--- config.mk ---
export PLATFORM = sky130hd
export DESIGN_NAME = simple_pattern_gen
export DESIGN_NICKNAME = d
export VERILOG_FILES = /design/src/rtl/simple_pattern_gen.sv
export SDC_FILE = /design/constraint.sdc
export NUM_CORES = 1
export LEC_CHECK = 0
export ABC_AREA = 1
export CAP_MARGIN = 40
export CORE_MARGIN = 1
export CORE_UTILIZATION = 53
export CTS_CLUSTER_DIAMETER = 80
export CTS_CLUSTER_SIZE = 10
export DETAILED_ROUTE_END_ITERATION = 16
export GPL_ROUTABILITY_DRIVEN = 0
export GPL_TIMING_DRIVEN = 0
export PLACE_DENSITY_LB_ADDON = 0.05
export SYNTH_ARGS = -nofsm -noshare
export SYNTH_HDL_FRONTEND = slang
export SYNTH_SLANG_ARGS = --single-unit
--- constraint.sdc ---
create_clock -name clk -period 1.7 [get_ports clk]
set_input_delay 0.17 -clock clk [delete_from_list [all_inputs] [get_ports clk]]
set_output_delay 0.17 -clock clk [all_outputs]
set_load 0.01 [all_outputs]
--- src/rtl/simple_pattern_gen.sv ---
// Burst pattern generator: IDLE/RUN/DONE FSM emits len beats on a valid/ready port.
// Define PATTERN_GEN_LFSR_EN to turn mode 11 into an LFSR step instead of an increment.
module simple_pattern_gen #(
  parameter int WIDTH = 8,
  parameter int LEN_W = 4
) (
  input  logic             clk,
  input  logic             reset_n,
  input  logic             start,
  input  logic [1:0]       mode,
  input  logic [LEN_W-1:0] len,
  input  logic             out_ready,
  output logic             out_valid,
  output logic [WIDTH-1:0] out_data,
  output logic             busy,
  output logic             done
);

  typedef enum logic [1:0] {S_IDLE, S_RUN, S_DONE} state_t;

  typedef struct packed {
    logic [1:0]       mode;
    logic [LEN_W-1:0] len;
  } cfg_t;

  state_t           r_state, w_state_nxt;
  cfg_t             r_cfg, w_cfg_nxt;
  logic [WIDTH-1:0] r_pat, w_pat_nxt, w_seed, w_adv;
  logic [LEN_W-1:0] r_cnt, w_cnt_nxt;
  logic             w_beat, w_last;

  // Seed alternates 0/1 starting with bit 0 = 0 (8'hAA for WIDTH=8).
  genvar g;
  generate
    for (g = 0; g < WIDTH; g++) begin : g_seed
      assign w_seed[g] = 1'(g % 2);
    end
  endgenerate

  always_comb begin
    w_adv = r_pat;
    case (r_cfg.mode)
      2'b00: w_adv = r_pat;
      2'b01: w_adv = {r_pat[WIDTH-2:0], r_pat[WIDTH-1]};
      2'b10: w_adv = ~r_pat;
      default: begin
`ifdef PATTERN_GEN_LFSR_EN
        w_adv = {r_pat[WIDTH-2:0], r_pat[WIDTH-1] ^ r_pat[WIDTH-2]};
`else
        w_adv = r_pat + WIDTH'(1);
`endif
      end
    endcase
  end

  assign w_beat = (r_state == S_RUN) && out_ready;
  // Counter never exceeds len, so it cannot wrap even at len = 2^LEN_W-1.
  assign w_last = (LEN_W'(r_cnt + LEN_W'(1)) == r_cfg.len);

  always_comb begin
    w_state_nxt = r_state;
    w_cfg_nxt   = r_cfg;
    w_pat_nxt   = r_pat;
    w_cnt_nxt   = r_cnt;
    case (r_state)
      S_IDLE: begin
        if (start) begin
          w_pat_nxt   = w_seed;
          w_cnt_nxt   = '0;
          w_cfg_nxt   = '{mode: mode, len: len};
          w_state_nxt = (len != '0) ? S_RUN : S_DONE;
        end
      end
      S_RUN: begin
        if (w_beat) begin
          w_pat_nxt = w_adv;
          w_cnt_nxt = LEN_W'(r_cnt + LEN_W'(1));
          if (w_last) w_state_nxt = S_DONE;
        end
      end
      S_DONE:  w_state_nxt = S_IDLE;
      default: w_state_nxt = S_IDLE;
    endcase
  end

  always_ff @(posedge clk or negedge reset_n) begin
    if (!reset_n) begin
      r_state <= S_IDLE;
      r_cfg   <= '0;
      r_pat   <= '0;
      r_cnt   <= '0;
    end else begin
      r_state <= w_state_nxt;
      r_cfg   <= w_cfg_nxt;
      r_pat   <= w_pat_nxt;
      r_cnt   <= w_cnt_nxt;
    end
  end

  assign out_valid = (r_state == S_RUN);
  assign out_data  = r_pat;
  assign busy      = (r_state == S_RUN) || (r_state == S_DONE);
  assign done      = (r_state == S_DONE);

endmodule

After elaboration in Yosys (flattened, before gate mapping)
Cells that the tools add are included.
- register bits: 20
- bits of input ports: 10
- output and inout bits: 11
- word-level logic and storage cells: 39
- $add $sub $neg: 2
- eq/ne operators: 9
- muxes and demuxes: 12
- bitwise logic cells: 1
- reductions and logical operators: 10
- operators with widths (cell ; number):
    $pmux W8 S3 ; 1
    $mux W8 ; 2
    $pmux W8 S2 ; 1
    $add A8 B1 Y8 const B ; 1
    $mux W2 ; 4
    $mux W4 ; 2
    $not A8 Y8 ; 1
    $pmux W4 S2 ; 1
    $reduce_and A3 Y1 ; 2
    $add A4 B1 Y4 const B ; 1
    $eq A2 B1 Y1 const B ; 2
    $eq A2 B2 Y1 const B ; 2
    $eq A4 B4 Y1 ; 1
    $logic_not A2 Y1 ; 2
    $ne A2 B1 Y1 const B ; 2
    $ne A2 B2 Y1 const B ; 2
    $pmux W2 S2 ; 1
    $reduce_and A4 Y1 ; 1
    $reduce_bool A4 Y1 ; 1
    $reduce_and A2 Y1 ; 1
    $reduce_bool A2 Y1 ; 1
    $logic_and A1 B1 Y1 ; 1
    $logic_or A1 B1 Y1 ; 1

Depth between registers and ports, before layout
Gate-level depths: netlist (run 1).
- word-level depth: 5
- gate-level depth with buffers: 10
- gate-level depth less buffers: 10

Worst setup path after synthesis (run 1)
Ideal clock, no wire load.
- kind: register to register
- start point: register r_state[1]
- end point: register r_pat[1] (netlist: out_data[1])
- setup time: 0.124 ns
- arrival: 1.358 ns
- data required time: 1.576 ns
- path slack: 0.218 ns
- cell stages (with the launch flop): 10
- path buffers: 0
- clock period less this slack: 1.482 ns
- cells stage by stage: dfrtp_1 inv_1 ha_1 inv_2 o21ai_4 a21oi_4 nand2_4 inv_4 nor2_2 a21oi_2
- longest elaborated chain between the ends: 4
- elaborated cells between the ends (all ways): 9
- those cells by class: eq/ne: 4; mux: 1; reduce/logical: 4
- ends and longest elaborated chain (element ; RTL line ; source):
    start: declaration ; 26 ; state_t r_state, w_state_nxt;
    start signal: assignment ; 93 ; r_state <= w_state_nxt;
    $eq A2 B1 Y1 * ; - ;
    named net out_valid ; 13 ; output logic out_valid,
    $logic_and A1 B1 Y1 ; 56 ; assign w_beat = (r_state == S_RUN) && out_ready;
    $ne A2 B1 Y1 (no source line) ; - ;
    $reduce_and A4 Y1 (no source line) ; - ;
    end signal: assignment ; 95 ; r_pat <= w_pat_nxt;
    end: declaration ; 28 ; logic [WIDTH-1:0] r_pat, w_pat_nxt, w_seed, w_adv;
The timed path passes the listed nets; every way through them passes the cells marked *.
A chain may end at the register's enable or synchronous reset.

Worst setup path after layout (run 1)
- start point: register r_cnt[0]
- end point: register r_state[1]
- longest elaborated chain between the ends: 4
- ends and longest elaborated chain (element ; RTL line ; source):
    start: declaration ; 29 ; logic [LEN_W-1:0] r_cnt, w_cnt_nxt;
    start signal: assignment ; 96 ; r_cnt <= w_cnt_nxt;
    $add A4 B1 Y4 ; 58 ; assign w_last = (LEN_W'(r_cnt + LEN_W'(1)) == r_cfg.len);
    $eq A4 B4 Y1 ; 58 ;
    $ne A2 B1 Y1 (no source line) ; - ;
    $reduce_and A3 Y1 (no source line) ; - ;
No other way between the ends.

==> results of run 1 <==
## report_power, final
group / total [mW] / internal [mW] / switching [mW]
sequential: 0.872 / 0.664 / 0.208
combinational: 1.87 / 0.739 / 1.13
clock: 0.397 / 0.238 / 0.159
total: 3.14 / 1.64 / 1.50
## cell usage in the layout, fill, tap and decap left out, types with 2 or more instances in the layout
| master | netlist | layout |
|---|---|---|
| inv_2 | 3 | 3 |
| nor2_2 | 4 | 4 |
| clkdlybuf4s50_1 | 0 | 17 |
| a21oi_2 | 3 | 3 |
| dlygate4sd2_1 | 0 | 3 |
| o21ai_2 | 2 | 2 |
| o22ai_1 | 2 | 2 |
| a21oi_1 | 11 | 11 |
| xnor2_1 | 2 | 2 |
| nand3_2 | 3 | 3 |
| nor2_1 | 12 | 12 |
| nand2_1 | 47 | 46 |
| clkbuf_4 | 0 | 3 |
| inv_1 | 23 | 23 |
| xor2_1 | 2 | 2 |
| nand4_1 | 4 | 4 |
| o21ai_0 | 12 | 12 |
| dfrtp_1 | 20 | 19 |
| nand3_1 | 11 | 11 |
| clkbuf_1 | 2 | 2 |
| ha_1 | 8 | 5 |
| ha_2 | 0 | 2 |
## state kept, by name, summed over array words and instances (netlist names)
| register | count |
|---|---|
| out_data | 8 |
| r_cfg | 6 |
| r_cnt | 4 |
| r_state | 2 |
## worst register-to-register path: cells and delay by family (launching register included)
family	cells	cell delay [ns]
and+or+nand+nor	6	0.57
DFF	1	0.48
xor gates and xnor gates	1	0.16
adders and majority gates	1	0.34
## path summary, 6_finish.rpt
check | start | to | slack, ns | cells past startpoint
max in group asynchronous | reset_n | r_cfg[4]$_DFFE_PN0P_ | 1.09 | 2
worst min-delay path | reset_n | r_cnt[2]$_DFFE_PN0P_ | 0.17 | 1
worst max-delay path | r_cnt[0]$_DFFE_PN0P_ | r_state[1]$_DFFE_PN0P_ | 0.10 | 8
worst max register to register | r_cnt[0]$_DFFE_PN0P_ | r_state[1]$_DFFE_PN0P_ | 0.10 | 8
worst min register to register | r_cfg[0]$_DFFE_PN0P_ | r_cfg[0]$_DFFE_PN0P_ | 0.54 | 2
min in group clk | mode[0] | r_cfg[4]$_DFFE_PN0P_ | 0.44 | 3
## logic make-up (layout without fill, tap and decap cells)
kind of cell	after synthesis	after routing
simple gates	84	84
compound gates	34	34
buf+inv	30	56
flops	20	20
fa+ha+maj	8	8
xor+xnor	4	4
mux	1	1
## stage by stage
stage	total power, mW	hold slack, ns
6_report	3.14	0.168
5_1_grt	3.41	0.170
4_1_cts	3.08	0.169
3_5_place_dp	2.68	0.509
3_3_place_gp	2.59	0.517
2_1_floorplan	2.13	-0.126
## what timing repair did
action | CTS | global route
hold buffers | 0 | 0
resized for setup | 5 | 4
setup buffers | 0 | 1
setup endpoints to repair | 3 | 10
## per-layer routing
| metal | GRT usage, % | share of wire (%) | up-vias |
|---|---|---|---|
| li1 | - | - | 642 |
| met1 | 32.4 | 47 | 616 |
| met2 | 39.2 | 48 | 33 |
| met3 | 2.90 | 4.5 | 2 |
| met4 | 7.46 | 0.49 | 0 |
| met5 | 0 | 0 | - |
## area by class of cell
type / instances / share of cell area [%]
Timing Repair Buffer: 22 / 12.9
Buffer: 3 / 0.737
Tap cell: 30 / 2.21
Clock inverter: 1 / 1.77
Clock buffer: 3 / 1.33
Sequential cell: 20 / 29.6
Inverter: 27 / 6.12
Multi-Input combinational cell: 131 / 45.4
==> summary.md, run 1 <==
| Metric | Value |
|---|---|
| Critical Path Source Type | flip-flop |
| Worst slew pin tran | 0.457 ns |
| Largest net degree at the start of global routing | 13 |
| Dpl cells | 232 |
| Period minus WS final | 1.60 ns |
| Bufs and invs on worst path | 0 |
| Top_reg_cell synth | dfrtp_1 |
| Die W | 52.8 µm |
| Synth Area in XOR/XNOR | 2.56% |
| Top cell type's share of synthesized area | 36.6% |
| Grt ovf | 0 |
| Setup tns final | 0 ns |
| H-tree lvl count | 1 |
| RSZ-0062 raised after global routing | no |
| Worst Path Arrival | 1.85 ns |
| Drt wl/cell | 12.9 µm |
| CP max-delay cell | dfrtp_2 |
| Fill cells | between 200 and 250 |
| Req. time, crit path | between 1.5 and 2 ns |
| Post-synthesis mux area share | less than 1% |
| Combinational family with the most area after synthesis | simple AND/OR/NAND/NOR gates |
| Vias in the first global route | 1,199 |
| Final Skew | about 0.0047 ns |
| Setup slack after layout | 0.101 ns |
| DRC viols | 0 |
| CTS tree | built |
| Top-Level Pins | 21 |
| Die Area | 2790 µm² |
| Final Hold Viols | 0 |
| Final Non-Filler Cells | 237 |
| Core ar. | 2450 µm² |
| Clock buffer depth | 2 |
| Adder-cell share of the synthesized area | 7.33% |
| Critical path's top delay family | simple AND/OR/NAND/NOR gates |
| Most common cell in the netlist | nand2_1 |
| Top post-synthesis cells by area | dfrtp_1 37%, nand2_1 13%, ha_1 7.3% |
| Cell mode on critical path | nand2_1 |
| Element type at the critical path end | flip-flop |
| Crit path largest cell delay | 0.48 ns |
| GRT Overall Usage | a little under a quarter |
| Initial Util | 55.7% |
| CTS sink cnt | 20 |
| Worst-Skew Late Latency | 0.30 ns |
| Sequential area share after synthesis | 36.6% |
| Synthesized area per cell | 7.55 µm² |
| Setup CP Type | reg -> reg |
| Post-synth ARST share | 100% |
| Drt pass-1 iters | 4 |
| Final Core Density | 69.1% |
| Pwr dens | 1850 nW/µm² |
| First-pass GRT wire length | 5.02 mm |
| Crit-path cells | ha_1 > xnor2_1 > nand2_1 > nor2_1 > nand4_2 > nand2_1 > nand2_1 > nand2_1 |
| Slew HR | 69.4% |
| Post-Synth Simple-Gate Area | between 20% and 30% |
| Drt initial violations | 43 |
| Via count | 1,293 |
| Die H | 52.8 µm |
| Layout cells sized above 1 | approximately 16% |
| Antenna Violating Nets Remaining | 0 |
| Register area | approximately 500 µm² |
| LEAKAGE | 0.798 nW |
| Multi-input gate area | 769 µm² |
| Ranking of synthesized cells by instance count | 47 x nand2_1, 23 x inv_1, 20 x dfrtp_1 |
| Synthesized area | 1370 µm² |
| Clk root buf | clkbuf_4 |
| Pre-CTS setup slack | 0.0409 ns |
| Yosys cell types | 28 |
| Post-route cell area | about 1700 µm² |
| Yosys top cell by area | dfrtp_1 |
| Max FO, Critical Path | 8 |
| ANT cells | 0 |
| Dpl hpwl | roughly 2.3 mm |
| Worst-path clk slew | ~0.13 ns |
| Nets | 226 |
| Post-Route WL | 3.05 mm |
| Maximum VDD drop | 1220 µV |
| Cell Area, Placed | 1620 µm² |
| Mapped Nets | 199 |
| Row cnt | 18 |
| Area grow syn2layout | 24.2% |
| Synth warn | 0 |
| FF+latch count, synth | 20 |
| Number of CTS-inserted buffers | 3 |
| Run status | complete, no violations |
| Syn Inst Count | 181 |
| Fin crit share | 94.1% |
| Max Freq | 625 MHz |
| Routed vias/inst | 5.46 |
| Final setup vio count | 0 |
| Initial antenna violation count | 0 |
| EDFF count, synth | 0 |
| Synth Area in Compound Gates | between 15 and 20% |
| Fin. max-slew vios | 0 |
| Hold Crit Class | in -> async |
| Max cap viols | 0 |
| IO buf count | 20 |
Power figures use the tool's default switching activity.
==> run 2, diff against run 1 <==
- CTS_CLUSTER_DIAMETER: 80 -> default
==> results of run 2 <==
No change in the layout: final DEF, timing and power equal those of run 1.
